$ cat config.mk
export PLATFORM = sky130hd
export DESIGN_NAME = gpio_cfg_shift_ctrl_flat
export DESIGN_NICKNAME = d
export VERILOG_FILES = /design/src/rtl/gpio_cfg_shift_ctrl_if.sv /design/src/rtl/gpio_cfg_shift_ctrl.sv /design/src/flat_wrapper.sv
export SDC_FILE = /design/constraint.sdc
export NUM_CORES = 1
export LEC_CHECK = 0
export BUFFER_PORTS_ARGS = -buffer_cell sky130_fd_sc_hd__buf_2
export CORE_ASPECT_RATIO = 1.4
export CORE_MARGIN = 4
export CORE_UTILIZATION = 49
export CTS_CLUSTER_SIZE = 30
export DETAILED_ROUTE_END_ITERATION = 6
export GPL_TIMING_DRIVEN = 0
export PLACE_DENSITY_LB_ADDON = 0.25
export SETUP_SLACK_MARGIN = 0.4
export SKIP_CTS_REPAIR_TIMING = 1
export SYNTH_ARGS = -nofsm -noshare
export SYNTH_HDL_FRONTEND = slang
export SYNTH_SLANG_ARGS = --single-unit
$ cat constraint.sdc
create_clock -name clk -period 1.71 [get_ports clk]
set_input_delay 0.513 -clock clk [delete_from_list [all_inputs] [get_ports clk]]
set_output_delay 0.513 -clock clk [all_outputs]
set_load 0.01 [all_outputs]
$ cat src/rtl/gpio_cfg_shift_ctrl_if.sv
// ----------------------------------------------------------------------------
// gpio_cfg_shift_ctrl_if
// Serial configuration bus for the GPIO pad controller chain.
//   serial_data_in   : configuration bit, MSB first
//   serial_shift     : shift strobe, one bit per cycle while high
//   serial_load      : single-cycle pulse, commit shift register to config
//   serial_data_out  : shift[12], daisy-chain output
//   load_ok/load_err : single-cycle status of the last load pulse
// master = configuration source, slave = pad controller.
// ----------------------------------------------------------------------------
interface gpio_cfg_shift_ctrl_if;
    logic serial_data_in;
    logic serial_shift;
    logic serial_load;
    logic serial_data_out;
    logic load_ok;
    logic load_err;

    modport master (
        output serial_data_in,
        output serial_shift,
        output serial_load,
        input  serial_data_out,
        input  load_ok,
        input  load_err
    );

    modport slave (
        input  serial_data_in,
        input  serial_shift,
        input  serial_load,
        output serial_data_out,
        output load_ok,
        output load_err
    );
endinterface

$ cat src/rtl/gpio_cfg_shift_ctrl.sv
// ----------------------------------------------------------------------------
// gpio_cfg_shift_ctrl
// Per-pad GPIO controller with a 13-bit serially loaded configuration.
// A load is accepted only when exactly 13 bits were shifted since the last
// load or reset; otherwise it is rejected and the active config is kept.
//
// Ports
//   clk, reset         : clock, synchronous active-high reset
//   ser                : serial config bus (slave side)
//   mgmt_gpio_out/oeb  : management-side output data / active-low enable
//   user_gpio_out/oeb  : user-side output data / active-low enable
//   mgmt_gpio_in       : synchronized pad input to management side
//   user_gpio_in       : synchronized pad input to user side
//   pad_in             : raw pad input, asynchronous to clk
//   pad_*              : pad control outputs decoded from the config
//
// Config bit map
//   [0] mgmt_ena  [1] oe_ovr  [2] hld_ovr  [3] inp_dis  [4] ib_mode_sel
//   [5] analog_en [6] analog_sel [7] analog_pol [8] slow [9] vtrip_sel
//   [12:10] dm
// ----------------------------------------------------------------------------
module gpio_cfg_shift_ctrl #(
    parameter logic [12:0] CFG_INIT = 13'h0403
) (
    input  logic       clk,
    input  logic       reset,
    gpio_cfg_shift_ctrl_if.slave ser,

    input  logic       mgmt_gpio_out,
    input  logic       mgmt_gpio_oeb,
    input  logic       user_gpio_out,
    input  logic       user_gpio_oeb,
    output logic       mgmt_gpio_in,
    output logic       user_gpio_in,

    input  logic       pad_in,
    output logic       pad_out,
    output logic       pad_oe_n,
    output logic       pad_hld_ovr,
    output logic       pad_inp_dis,
    output logic       pad_ib_mode_sel,
    output logic       pad_analog_en,
    output logic       pad_analog_sel,
    output logic       pad_analog_pol,
    output logic       pad_slow,
    output logic       pad_vtrip_sel,
    output logic [2:0] pad_dm
);

    localparam logic [3:0] CNT_FULL = 4'd13;
    localparam logic [3:0] CNT_MAX  = 4'd15;

    logic [12:0] shift_q, shift_d;
    logic [12:0] cfg_q,   cfg_d;
    logic [3:0]  cnt_q,   cnt_d;
    logic        load_ok_q,  load_ok_d;
    logic        load_err_q, load_err_d;
    logic        sync1_q, sync2_q;
    logic        pin_sync;

    // Load wins over shift: the committed word is the pre-edge shift
    // register and that cycle's shift bit is dropped.
    always_comb begin
        shift_d    = shift_q;
        cfg_d      = cfg_q;
        cnt_d      = cnt_q;
        load_ok_d  = 1'b0;
        load_err_d = 1'b0;
        if (ser.serial_load) begin
            cnt_d = 4'd0;
            if (cnt_q == CNT_FULL) begin
                cfg_d     = shift_q;
                load_ok_d = 1'b1;
            end else begin
                load_err_d = 1'b1;
            end
        end else if (ser.serial_shift) begin
            shift_d = {shift_q[11:0], ser.serial_data_in};
            if (cnt_q != CNT_MAX) begin
                cnt_d = cnt_q + 4'd1;
            end
        end
    end

    always_ff @(posedge clk) begin
        if (reset) begin
            shift_q    <= '0;
            cfg_q      <= CFG_INIT;
            cnt_q      <= '0;
            load_ok_q  <= 1'b0;
            load_err_q <= 1'b0;
            sync1_q    <= 1'b0;
            sync2_q    <= 1'b0;
        end else begin
            shift_q    <= shift_d;
            cfg_q      <= cfg_d;
            cnt_q      <= cnt_d;
            load_ok_q  <= load_ok_d;
            load_err_q <= load_err_d;
            sync1_q    <= pad_in;
            sync2_q    <= sync1_q;
        end
    end

    assign pin_sync = sync2_q;

    assign ser.serial_data_out = shift_q[12];
    assign ser.load_ok         = load_ok_q;
    assign ser.load_err        = load_err_q;

    assign pad_out         = cfg_q[0] ? mgmt_gpio_out : user_gpio_out;
    // Output-enable override forces the driver off regardless of owner.
    assign pad_oe_n        = cfg_q[1] | (cfg_q[0] ? mgmt_gpio_oeb : user_gpio_oeb);
    assign pad_hld_ovr     = cfg_q[2];
    assign pad_inp_dis     = cfg_q[3];
    assign pad_ib_mode_sel = cfg_q[4];
    assign pad_analog_en   = cfg_q[5];
    assign pad_analog_sel  = cfg_q[6];
    assign pad_analog_pol  = cfg_q[7];
    assign pad_slow        = cfg_q[8];
    assign pad_vtrip_sel   = cfg_q[9];
    assign pad_dm          = cfg_q[12:10];

    assign mgmt_gpio_in = pin_sync &  cfg_q[0] & ~cfg_q[3];
    assign user_gpio_in = pin_sync & ~cfg_q[0] & ~cfg_q[3];

endmodule
$ cat src/flat_wrapper.sv
// flat-port wrapper written by rule: the top's interface ports become plain ports
module gpio_cfg_shift_ctrl_flat 
#(
    parameter logic [12:0] CFG_INIT = 13'h0403
)
  (clk, reset, mgmt_gpio_out, mgmt_gpio_oeb, user_gpio_out, user_gpio_oeb, mgmt_gpio_in, user_gpio_in, pad_in, pad_out, pad_oe_n, pad_hld_ovr, pad_inp_dis, pad_ib_mode_sel, pad_analog_en, pad_analog_sel, pad_analog_pol, pad_slow, pad_vtrip_sel, pad_dm, ser_serial_data_in, ser_serial_shift, ser_serial_load, ser_serial_data_out, ser_load_ok, ser_load_err);
  gpio_cfg_shift_ctrl_if ser_i ();
  input  logic clk;
  input  logic reset;
  input  logic mgmt_gpio_out;
  input  logic mgmt_gpio_oeb;
  input  logic user_gpio_out;
  input  logic user_gpio_oeb;
  output logic mgmt_gpio_in;
  output logic user_gpio_in;
  input  logic pad_in;
  output logic pad_out;
  output logic pad_oe_n;
  output logic pad_hld_ovr;
  output logic pad_inp_dis;
  output logic pad_ib_mode_sel;
  output logic pad_analog_en;
  output logic pad_analog_sel;
  output logic pad_analog_pol;
  output logic pad_slow;
  output logic pad_vtrip_sel;
  output logic [2:0] pad_dm;
  input wire logic [$bits(ser_i.serial_data_in)-1:0] ser_serial_data_in;
  input wire logic [$bits(ser_i.serial_shift)-1:0] ser_serial_shift;
  input wire logic [$bits(ser_i.serial_load)-1:0] ser_serial_load;
  output wire logic [$bits(ser_i.serial_data_out)-1:0] ser_serial_data_out;
  output wire logic [$bits(ser_i.load_ok)-1:0] ser_load_ok;
  output wire logic [$bits(ser_i.load_err)-1:0] ser_load_err;
  assign ser_i.serial_data_in = ser_serial_data_in;
  assign ser_i.serial_shift = ser_serial_shift;
  assign ser_i.serial_load = ser_serial_load;
  assign ser_serial_data_out = ser_i.serial_data_out;
  assign ser_load_ok = ser_i.load_ok;
  assign ser_load_err = ser_i.load_err;
  gpio_cfg_shift_ctrl #(.CFG_INIT(CFG_INIT)) u_core (.clk(clk), .reset(reset), .ser(ser_i), .mgmt_gpio_out(mgmt_gpio_out), .mgmt_gpio_oeb(mgmt_gpio_oeb), .user_gpio_out(user_gpio_out), .user_gpio_oeb(user_gpio_oeb), .mgmt_gpio_in(mgmt_gpio_in), .user_gpio_in(user_gpio_in), .pad_in(pad_in), .pad_out(pad_out), .pad_oe_n(pad_oe_n), .pad_hld_ovr(pad_hld_ovr), .pad_inp_dis(pad_inp_dis), .pad_ib_mode_sel(pad_ib_mode_sel), .pad_analog_en(pad_analog_en), .pad_analog_sel(pad_analog_sel), .pad_analog_pol(pad_analog_pol), .pad_slow(pad_slow), .pad_vtrip_sel(pad_vtrip_sel), .pad_dm(pad_dm));
endmodule
## Word level (Yosys, flattened, before mapping)

Index checks and enable logic that the tools add are counted.

- Bits in registers: 34
- Input port bits: 10
- Output and inout port bits: 18
- Word-level logic and storage cells: 27

- $add $sub $neg: 1
- Equal/unequal tests: 2
- Muxes and demuxes: 4
- Bitwise operators: 8
- Reductions and logical operators: 5

Operators by type and width:

| kind | number |
|---|---|
| 2-bit AND reduction | 3 |
| 4-bit by 1-bit adder with 4-bit output (second input constant) | 1 |
| 1-bit bitwise AND | 4 |
| 4-bit == test (second input constant) | 1 |
| 1-bit two-way mux | 4 |
| 4-bit inequality test (second input constant) | 1 |
| 2-bit OR reduction | 2 |
| 1-bit inverter | 3 |
| 1-bit OR | 1 |

## Logic depth before layout (Yosys ltp)

Gate-level depths: netlist of the first run.

- Depth in word-level cells: 3
- Gate-level depth with buffers: 6

## Worst setup path after synthesis of the first run

No wires, ideal clock.

- Path type: input to output
- Start: input port user_gpio_oeb
- End: output port pad_oe_n
- Arrival time: 0.920 ns
- Data required time: 1.197 ns
- Setup slack: 0.277 ns
- Stages on the path: 2
- Path through: nor2b_1 > a211o_1

- Word-level cells in the longest chain between the ends: 2

Ends and longest elaborated chain:

| item | RTL line | RTL |
|---|---|---|
| start, declared | flat_wrapper.sv:13 | `input logic user_gpio_oeb;` |
| 1-bit two-way mux | gpio_cfg_shift_ctrl.sv:113 | `assign pad_oe_n = cfg_q[1] \| (cfg_q[0] ? mgmt_gpio_oeb : user_gpio_oeb);` |
| 1-bit OR | gpio_cfg_shift_ctrl.sv:113 |  |
| end, declared | flat_wrapper.sv:18 | `output logic pad_oe_n;` |

No other way between the ends.

## Worst setup path in the final report of the first run

- Start: register u_core.cfg_q[0]
- End: output port pad_out

- Word-level cells in the longest chain between the ends: 1

Ends and longest elaborated chain:

| item | RTL line | RTL |
|---|---|---|
| start, declared | gpio_cfg_shift_ctrl.sv:54 | `logic [12:0] cfg_q, cfg_d;` |
| start signal, assigned | gpio_cfg_shift_ctrl.sv:96 | `cfg_q <= cfg_d;` |
| 1-bit two-way mux | gpio_cfg_shift_ctrl.sv:111 | `assign pad_out = cfg_q[0] ? mgmt_gpio_out : user_gpio_out;` |
| end, declared | flat_wrapper.sv:17 | `output logic pad_out;` |

No other way between the ends.

==> results summary, run 1 <==
The flow ran to the end, and the final reports show no timing, DRC or antenna violations. The routed layout has between 1,000 and 1,500 vias. The proportion of netlist area held by the largest area contributor came out at 0.512. The number of enable-type register cells in the synthesized netlist came out at 0. The share of the Yosys chip area taken by registers is 0.512. The routed wire length came out at 2780 um. The number of flip-flops and latches in the synthesized netlist came out at 34. The non-filler instance count after layout is 232. The number of antenna violations at the first check in global routing came out at 0.

Once detail routing completed, the nets flagged for antenna violations numbered 0. The post-synthesis async set-or-reset flop share came out at 0. The final estimated routing congestion in global placement is around 0.74.

The average footprint of a synthesized cell came out at 8.46 sq um. Setup repair after global routing could not meet its margin everywhere. The required time of the critical path is 1.20 ns. The number of cells traversed by the worst register-to-register path came out at 6. The area growth from synthesis to layout is 33.8%. In the synthesized netlist, the number of instances is 157. The critical-path maximum fanout is 6. The critical path in this run is classified as reg -> out. The kind of cell with the highest combined delay along the critical path is flip-flops. The number of nets in the final layout is a little over 200.

The area of the die is 3620 sq um. In the routed design, unresolved DRC markers number 0. The total global routing overflow came out at 0. The number of rows in the core area came out at 22.

The number of buffers and inverters on the critical path is 1. The critical path goes through mux2_4, buf_6. During placement, the flow inserted port buffers numbering 25. Of the cells placed in the final design, the portion with a size suffix greater than 1 is 0.378. The placed wire-length estimate after detailed placement came out at about 1900 um. The setup clock skew after layout is 0.00534 ns. The first routing iteration left 33 violations. The first-pass iteration count of the detailed router came out at 4. The chip width is around 52 um.

The wire length of the first global-routing pass came out at 4430 um. The number of buffers on the longest clock path came out at 2. The number of hold violations in the final report came out at 0.

The number of nets handed over by synthesis was between 150 and 200. The height of the die is roughly 70 um. The repair_antennas step left the layout with diodes totalling 0. The worst hold path belongs to the class in -> reg. The filler cells instantiated in the layout total about 220. The cell type with the largest total area after synthesis is sky130_fd_sc_hd__dfxtp_1.

The endpoint identified for the worst register-to-register timing path is u_core.cfg_q[0]. The clock buffer count from CTS is 5. The pin count of the biggest net entering global routing came out at 11. The final-layout setup total negative slack came out at 0 ns. The clock period minus worst slack came out at around 1.7 ns. The mean number of vias per cell came out at slightly above 5. The CTS sink count is 34.

The worst setup path is launched from a flop. In the synthesized netlist the dominant register cell turns out to be sky130_fd_sc_hd__dfxtp_1. The Yosys step of the flow raised 0 warnings.

The worst hold-check slack came out at 0.389 ns. The data arrival time of the critical path came out at approximately 1.1 ns. The total track usage came out at 0.162. TritonCTS built the clock tree.

The slew of the pin with the lowest slew margin came out at around 0.44 ns. The maximum VDD drop is 536 uV. In the finished design, the share of the clock period the worst path needs comes to 0.968.

The core area came out at ~2600 sq um. The worst hold path terminates at u_core.sync1_q. The cell with the most instances after synthesis is sky130_fd_sc_hd__nand2_1. The max-slew violation count came out at 0.

The depth of the CTS H-tree came out at 2. The source of the worst hold timing path is pad_in. The design area came out at roughly 1800 sq um. The synthesized cell area came out at approximately 1300 sq um. The final routed wire length divided by cell count is between 10 and 15 um.

After clock tree synthesis, the clock-pin slew on the worst setup and hold paths is around 0.1 ns. The design draws 1.33 mW. The max-capacitance violation count came out at 0.

The via count of the first global-routing pass came to roughly 1,100. The upper clock frequency limit came out at 0.604 GHz. The instance count after placement with tap cells included is about 220. The tree is rooted in a sky130_fd_sc_hd__clkbuf_4. The post-placement cell area is 1510 sq um. The fraction of the core area covered by cells at the end of the flow came out at 0.680.

The worst max-slew margin expressed relative to the limit is 0.704. The cell leakage power came out at 0.680 nW. For this configuration, the core starts out at a cell density of 0.508. The worst setup path is captured at a primary output.

The power per cell area is 748 nW/um^2. The worst hold path passes through 2 cells. Ranked by total cell area, the synthesized netlist is headed by sky130_fd_sc_hd__dfxtp_1 51%, sky130_fd_sc_hd__nand2_1 14%, sky130_fd_sc_hd__a21oi_1 9.4%, sky130_fd_sc_hd__buf_4 2.8%, sky130_fd_sc_hd__nor3_1 2.6%. The delay of the slowest cell on the worst path is about 0.39 ns. By count the netlist is led by 49 x sky130_fd_sc_hd__nand2_1, 34 x sky130_fd_sc_hd__dfxtp_1, 25 x sky130_fd_sc_hd__a21oi_1, 7 x sky130_fd_sc_hd__nor3_1, 6 x sky130_fd_sc_hd__nor2_1. Before CTS, the worst setup slack after placement is 0.116 ns. For the worst-skew pair, the clock arrives at the later sink with an insertion delay of 0.33 ns. The final critical-path setup slack came out at 0.0544 ns. The worst register-to-register path begins at u_core.cnt_q[1]. The slowest stage of the critical path belongs to the cell sky130_fd_sc_hd__dfxtp_4. In this run the count of I/O pins placed on the die edge is 28. Setup violations remaining at the end of the flow were counted as 0.

The unique cell type count in the Yosys netlist is 29. The register-to-register setup slack is approximately 0.46 ns.
[metal layers]
metal	vias to the layer above	share of wire	global-route usage
li1	594	-	-
met1	553	0.38	0.157
met2	19	0.57	0.285
met3	5	0.034	0.0581
met4	0	0.020	0.0845
met5	-	0	0
[power by group]
group	switching, mW	total (mW)	internal, mW
registers	0.00654	0.801	0.795
logic	0.0423	0.0782	0.0359
clock network	0.251	0.450	0.199
total	0.300	1.33	1.03
[cells in the final DEF (no fill, tap or decap), types with 3 or more instances in the layout]
cell type                   n
sky130_fd_sc_hd__nand2_1   49
sky130_fd_sc_hd__a21oi_1   25
sky130_fd_sc_hd__buf_6     20
sky130_fd_sc_hd__dfxtp_1   18
sky130_fd_sc_hd__buf_2     13
sky130_fd_sc_hd__dfxtp_2   13
sky130_fd_sc_hd__buf_4      7
sky130_fd_sc_hd__nor2_1     6
sky130_fd_sc_hd__nor3_1     5
sky130_fd_sc_hd__clkbuf_4   5
sky130_fd_sc_hd__nor2b_1    3
sky130_fd_sc_hd__dfxtp_4    3
[how the worst max path moves through the flow]
stage          cells after the start        to  slack [ns]       startpoint
3_3_place_gp                       4  pad_oe_n        0.13    user_gpio_oeb
4_1_cts                            2   pad_out       -0.08  u_core.cfg_q[0]
2_1_floorplan                      2  pad_oe_n        0.32    user_gpio_oeb
5_1_grt                            2   pad_out       0.002  u_core.cfg_q[0]
6_report                           2   pad_out        0.05  u_core.cfg_q[0]
3_5_place_dp                       4  pad_oe_n        0.12    user_gpio_oeb
[final cells by class]
type | instances | area, sq um | share of cell area
well taps | 36 | 45.0 | 0.0253
flip-flops and latches | 34 | 708 | 0.398
plain buffers | 12 | 109 | 0.0612
repair buffers | 31 | 255 | 0.144
clock buffers | 7 | 55.1 | 0.0310
clock inverters | 1 | 5.00 | 0.00281
inverters | 3 | 11.3 | 0.00633
multi-input cells | 108 | 589 | 0.331
[flip-flops by register name, indices dropped and copies added (netlist names)]
signal               flops
u_core.ser.load_err      1
u_core.pin_sync          1
u_core.ser.load_ok       1
u_core.shift_q          13
u_core.cfg_q            13
u_core.cnt_q             4
u_core.sync1_q           1
[logic make-up after synthesis]
| family | after synthesis | synth area share |
|---|---|---|
| AO/OA/AOI/OAI | 29 | 0.122 |
| adder cells (fa/ha/maj) | 2 | 0.0188 |
| buffers and inverters | 15 | 0.0753 |
| flip-flops | 34 | 0.512 |
| multiplexers | 2 | 0.0160 |
| AND/OR/NAND/NOR | 75 | 0.255 |
Note: power is estimated with default switching activity, not from simulation.
==> inputs of run 2 (changes only) <==
- PLACE_DENSITY: unset -> 0.72
- PLACE_DENSITY_LB_ADDON: 0.25 -> unset
- SLEW_MARGIN: unset -> 20
==> run 2 against run 1 <==
Compared with the run above: worst setup slack got worse by 0.019 ns; global-route usage rose by 0.24 points; clock skew is essentially flat; clock power is 11% lower; critical path depth did not move; register-to-register slack lost 0.02 ns; non-clock buffer count is 2 lower; highest routed layer unchanged.
==> results summary, run 2 (synthesis results as in run 1) <==
The number of rows in the core area came out at 22 (unchanged). The library cell used most frequently in the layout, excluding fill and tap cells, is sky130_fd_sc_hd__nand2_1. The final routed wire length divided by cell count came out at 12.1 um (+1.4%). The combined area of the multi-input logic cells was 584 sq um (-0.85%).

The number of hold violations in the final report came out at 0 (unchanged). The clock latency on the worst-skew pair came out at 0.34 ns (about the same). The maximum VDD drop came to 442 uV (-18%). The clock-pin slew of the registers on the worst-case setup and hold paths came out at 0.09 ns (about the same). The cell leakage power came out at 0.661 nW (-2.9%). The run finished with clean final reports.

The max-slew violation count came out at 0 (unchanged). The setup violation total in the final timing report came out at 0 (unchanged). The placed wire-length estimate after detailed placement was 1930 um (+1.9%). The number of ports placed on the die boundary was 28 (unchanged). The delay of the slowest cell on the worst path was 0.39 ns (about the same). The number of diodes is 0 (unchanged). The clock buffer count from CTS came out at 5 (unchanged).

The first-pass iteration count of the detailed router is 4 (unchanged). The final cycle utilization of the critical path came out at 0.979 (+0.0111). The fraction of the core area covered by cells at the end of the flow came out at 0.665 (-0.0153). The via count of the first global-routing pass is 1,113 (-0.45%). The top cell types in the final layout, fill and taps aside, are 49 x sky130_fd_sc_hd__nand2_1, 25 x sky130_fd_sc_hd__a21oi_1, 20 x sky130_fd_sc_hd__buf_6. The mean number of vias per cell was 5.02 (-0.59%). The upper clock frequency limit was 0.597 GHz (-1.1%).

The wire length of the first global-routing pass came to 4460 um (+0.79%). The CTS sink count was 34 (unchanged). The clock period minus worst slack came to 1.67 ns (+0.0190 ns). The share of post-route cells with drive strength above 1 is 0.368 (-0.00968). Setup repair after global routing could not meet its margin everywhere. The instance count after placement with tap cells included came to 218 (unchanged). The slew of the pin with the lowest slew margin was 0.457 ns (+0.0137 ns).

The signal on the critical path passes through mux2_4, buf_6. The required time of the critical path came out at 1.20 ns (about the same). The core area is 2620 sq um (unchanged). The pin count of the biggest net entering global routing is 11 (unchanged).

The endpoint type of the worst setup path is a primary output. The chip width was 52.0 um (unchanged). The path class of the tightest hold or removal check is in -> reg. The total track usage is 0.164 (+0.00236). The cell sitting at the root of the clock tree is a sky130_fd_sc_hd__clkbuf_4. The DRC violation total after the first TritonRoute iteration came out at 20 (-39%). STA classifies the critical path startpoint as a flop. The number of antenna violations at the first check in global routing came out at 0 (unchanged). The height of the die came out at 69.6 um (unchanged). The quantity of I/O buffers inserted on ports is 25 (unchanged). The number of inserted filler cells in the final layout is 226 (+4.1%). The max-capacitance violation count is 0 (unchanged).

The area of the die is 3620 sq um (unchanged). The register-to-register setup slack is 0.44 ns (-0.02 ns). The design area came out at 1740 sq um (-2.3%). The critical path is of the reg -> out type. The remaining number of nets flagged by the antenna check after routing came to 0 (unchanged).

The slowest stage of the critical path is the sky130_fd_sc_hd__dfxtp_4 cell. The detailed-route DRC error count is 0 (unchanged). The number of buffers on the longest clock path came out at 2 (unchanged). The setup clock skew after layout was 0.00547 ns (+0.000129 ns). The power per cell area is 739 nW/um^2 (-1.2%).

The post-placement cell area came to 1510 sq um (unchanged). The via count came to 1,149 (-1.9%). The depth of the CTS H-tree is 2 (unchanged). The effective utilization at floorplan was 0.508 (unchanged). The routed wire length is 2780 um (+0.11%). The final-layout setup total negative slack came out at 0 ns (unchanged).

In the final layout, the registers with the most flip-flops are u_core.cfg_q: 13 flops, u_core.shift_q: 13 flops, u_core.cnt_q: 4 flops. The area overhead of the layout relative to synthesis came out at 30.8%. The non-filler instance count after layout came out at 229 (-1.3%). The worst max-slew margin expressed relative to the limit is 0.695 (-0.00914). The number of nets in the final layout is 205 (-0.97%).

The final estimated routing congestion in global placement is 0.753 (+1.4%). TritonCTS built the clock tree. The data arrival time of the critical path came to 1.16 ns (+0.02 ns).

The area taken by flip-flops and latches came to 703 sq um (-0.71%). The total global routing overflow is 0 (unchanged). The critical-path maximum fanout is 6 (unchanged).
run 2: report_power, final:
part           total, mW  leakage, nW  switching (mW)  internal, mW
clock              0.401       0.0254           0.247         0.155
combinational     0.0799        0.354          0.0439        0.0360
sequential         0.803        0.281         0.00594         0.797
run 2: area by class of cell:
type                       count  area share
clock buffer                   7      0.0259
tap                           36      0.0259
buffer                        12      0.0626
inverter                       3     0.00648
timing repair buffer          29       0.138
multi-input combinational    108       0.336
sequential                    34       0.405
run 2: layer usage:
| layer | GRT usage | vias to the layer above | part of all wire |
|---|---|---|---|
| li1 | - | 587 | - |
| met1 | 0.157 | 536 | 0.36 |
| met3 | 0.0581 | 8 | 0.038 |
| met4 | 0.0962 | 0 | 0.022 |
| met2 | 0.288 | 18 | 0.58 |
| met5 | 0 | - | 0 |
run 2: worst paths after layout:
path,from,end,cells after the start
setup / recovery,u_core.cfg_q[0],pad_out,2
setup reg to reg,u_core.cnt_q[0],u_core.cnt_q[1],4
hold reg to reg,u_core.sync1_q,u_core.pin_sync,1
hold / removal,pad_in,u_core.sync1_q,2
run 2: metrics by stage:
stage | hold slack [ns] | power (mW) | setup WS, ns
4_1_cts | 0.381 | 1.29 | -0.0647
2_1_floorplan | 0.414 | 0.868 | 0.318
3_3_place_gp | 0.418 | 0.890 | 0.131
5_1_grt | 0.396 | 1.33 | 0.00406
3_5_place_dp | 0.424 | 0.894 | 0.125
6_report | 0.384 | 1.28 | 0.0355
run 2: worst max-delay path: cells and delay by family (launching register included):
kind,cells,cell delay [ns]
flops,1,0.39
mux,1,0.31
buf+inv,1,0.12
==> inputs of run 3 (changes only) <==
- SETUP_SLACK_MARGIN: 0.4 -> 0.02
- clock period: 1.71 -> 1.93 ns (I/O delays scaled with it)
==> run 3 against run 2 <==
Compared with the run above: non-clock buffer count is 4 lower; via count is 2.3% lower; cell count shrank 1.3%; worst setup slack better by 0.13 ns; sequential power down 11%; combinational power fell by 24%; final area fell by 10%; power down 8.6%; count of clock-buffer cells in the layout unchanged; register-to-register slack gained 0.06 ns; routed wire length decreased by 4.8%.
==> results summary, run 3 (synthesis results as in run 1) <==
The clock share of power is 0.342 (+0.029). The launching point of the worst reg2reg path is u_core.cnt_q[0]. The delay of the slowest cell on the worst path came to 0.39 ns (about the same).

The number of ports placed on the die boundary came out at 28 (unchanged). The wire length of the first global-routing pass is 4720 um (+5.7%). The pin count of the biggest net entering global routing is 11 (unchanged). The data arrival time of the critical path is 1.19 ns (+0.03 ns). The slew of the pin with the lowest slew margin came out at 0.425 ns (-0.0324 ns). The core area is 2620 sq um (unchanged).

The number of buffers on the longest clock path is 2 (unchanged). The final estimated routing congestion in global placement came to 0.753 (about the same). The required time of the critical path is 1.35 ns (+0.15 ns). The quantity of I/O buffers inserted on ports came out at 25 (unchanged). The worst max-slew margin expressed relative to the limit came out at 0.717 (+0.0216). The max-slew violation count is 0 (unchanged). The power per cell area is 753 nW/um^2 (+1.9%). The first-pass iteration count of the detailed router came out at 4 (unchanged).

The setup clock skew after layout came out at 0.00618 ns (+0.000712 ns). The mean number of vias per cell came out at 4.97 (-0.97%). The TritonCTS clock tree is yes. The worst setup path is of the reg -> out kind. The via count is 1,123 (-2.3%). The upper clock frequency limit is 0.566 GHz.

For this design, the slowest cell found on the critical path is sky130_fd_sc_hd__dfxtp_2. The number of nets in the final layout came out at 201 (-2.0%). The clock latency on the worst-skew pair came to 0.34 ns (about the same).

The worst hold-check slack came out at 0.444 ns (+0.0601 ns). The sequential share of power came out at 0.606 (-0.019). The detailed-route DRC error count came out at 0 (unchanged). The share of post-route cells with drive strength above 1 came to 0.253 (-0.115). The combinational fraction of design power is 0.052 (-0.010). The total track usage came out at 0.174 (+0.00919). The flow ran to the end, and the final reports show no timing, DRC or antenna violations. In this run the worst hold path is classified as reg -> reg.

The cell-internal power came out at 0.908 mW (-8.0%). Setup repair after global routing left no endpoint under its margin. On the critical path the largest part of the delay comes from flip-flops.

The depth of the CTS H-tree came to 2 (unchanged). The area overhead of the layout relative to synthesis is 17.4%. Tracing the worst setup path back leads to its startpoint at u_core.cfg_q[0].

The final routed wire length divided by cell count came out at 11.7 um (-3.5%). The placed wire-length estimate after detailed placement was 1980 um (+2.7%). The signal on the critical path passes through mux2_2, buf_2.

The switching power of the nets was 0.266 mW (-10%). The worst hold path begins at u_core.sync1_q. The area of the die is 3620 sq um (unchanged). The number of rows in the core area is 22 (unchanged). The chip width is 52.0 um (unchanged).

The DRC violation total after the first TritonRoute iteration is 28 (+40%). The worst setup path is captured at a primary output. The height of the die was 69.6 um (unchanged). The via count of the first global-routing pass came out at 1,103 (-0.90%).

The CTS sink count is 34 (unchanged). The number of hold violations in the final report came out at 0 (unchanged). The remaining number of nets flagged by the antenna check after routing came to 0 (unchanged). The fraction of power spent switching nets came out at 0.227 (-0.00425). The total global routing overflow came to 0 (unchanged).

The final critical-path setup slack was 0.162 ns (+0.126 ns). The final-layout setup total negative slack is 0 ns (unchanged). The effective utilization at floorplan came out at 0.508 (unchanged). The worst-case setup slack after placement is 0.155 ns (+0.0306 ns). The number of antenna violations at the first check in global routing came out at 0 (unchanged). Leaving out fill and tap cells, the most frequent cell in the layout is sky130_fd_sc_hd__nand2_1.

The final cycle utilization of the critical path came out at 0.916. STA classifies the critical path startpoint as a flop. The critical path buffer and inverter count came out at 1 (unchanged). In the final layout, the registers with the most flip-flops are u_core.cfg_q: 13 flops, u_core.shift_q: 13 flops, u_core.cnt_q: 4 flops. The number of diodes is 0 (unchanged). The maximum VDD drop came to 540 uV (+22%). The clock period minus worst slack is roughly 1.8 ns. The critical-path maximum fanout is 6 (unchanged). The clock-pin slew of the registers on the worst-case setup and hold paths came out at 0.09 ns (about the same). The max-capacitance violation count came out at 0 (unchanged). The routed wire length came out at 2650 um (-4.8%). In the layout the commonest cells are 49 x sky130_fd_sc_hd__nand2_1, 33 x sky130_fd_sc_hd__dfxtp_1, 26 x sky130_fd_sc_hd__buf_2. The setup violation total in the final timing report came to 0 (unchanged). The cell leakage power is 0.616 nW (-6.7%). The tree is rooted in a sky130_fd_sc_hd__clkbuf_4. The clock buffer count from CTS is 5 (unchanged).
-- run 3: layer usage --
layer,vias up,global-route usage,part of all wire
met3,9,0.0667,0.050
met4,0,0.0816,0.024
met1,510,0.179,0.38
met5,-,0,0
li1,584,-,-
met2,20,0.297,0.55
-- run 3: power groups by stage --
stage | Clock [mW] | Sequential, mW | Combinational (mW)
2_1_floorplan | 0 | 0.727 | 0.0395
3_3_place_gp | 0 | 0.727 | 0.0584
3_5_place_dp | 0 | 0.728 | 0.0620
4_1_cts | 0.416 | 0.712 | 0.0622
5_1_grt | 0.455 | 0.713 | 0.0688
6_report | 0.402 | 0.712 | 0.0609
-- run 3: worst paths after layout --
kind              slack, ns         endpoint  cells past startpoint
hold / removal         0.44  u_core.pin_sync                      1
setup / recovery       0.16          pad_out                      2
setup reg to reg       0.50  u_core.cfg_q[0]                      5
hold reg to reg        0.44  u_core.pin_sync                      1
-- run 3: layout make-up --
class / count / area [sq um]
plain buffers: 12 / 88.8
well taps: 36 / 45.0
repair buffers: 25 / 125
inverters: 3 / 11.3
fillers: 251 / 1050
flip-flops and latches: 34 / 682
clock inverters: 1 / 5.00
clock buffers: 7 / 55.1
multi-input cells: 108 / 548
-- run 3: metrics by stage --
step / cells / total power, mW / util / area (sq um)
finish: 226 / 1.17 / 0.597 / 1560
global route: 226 / 1.24 / 0.597 / 1560
CTS: 226 / 1.19 / 0.596 / 1560
detailed placement: 218 / 0.790 / 0.573 / 1500
global placement: 218 / 0.786 / 0.573 / 1500
floorplan: 157 / 0.767 / - / 1330
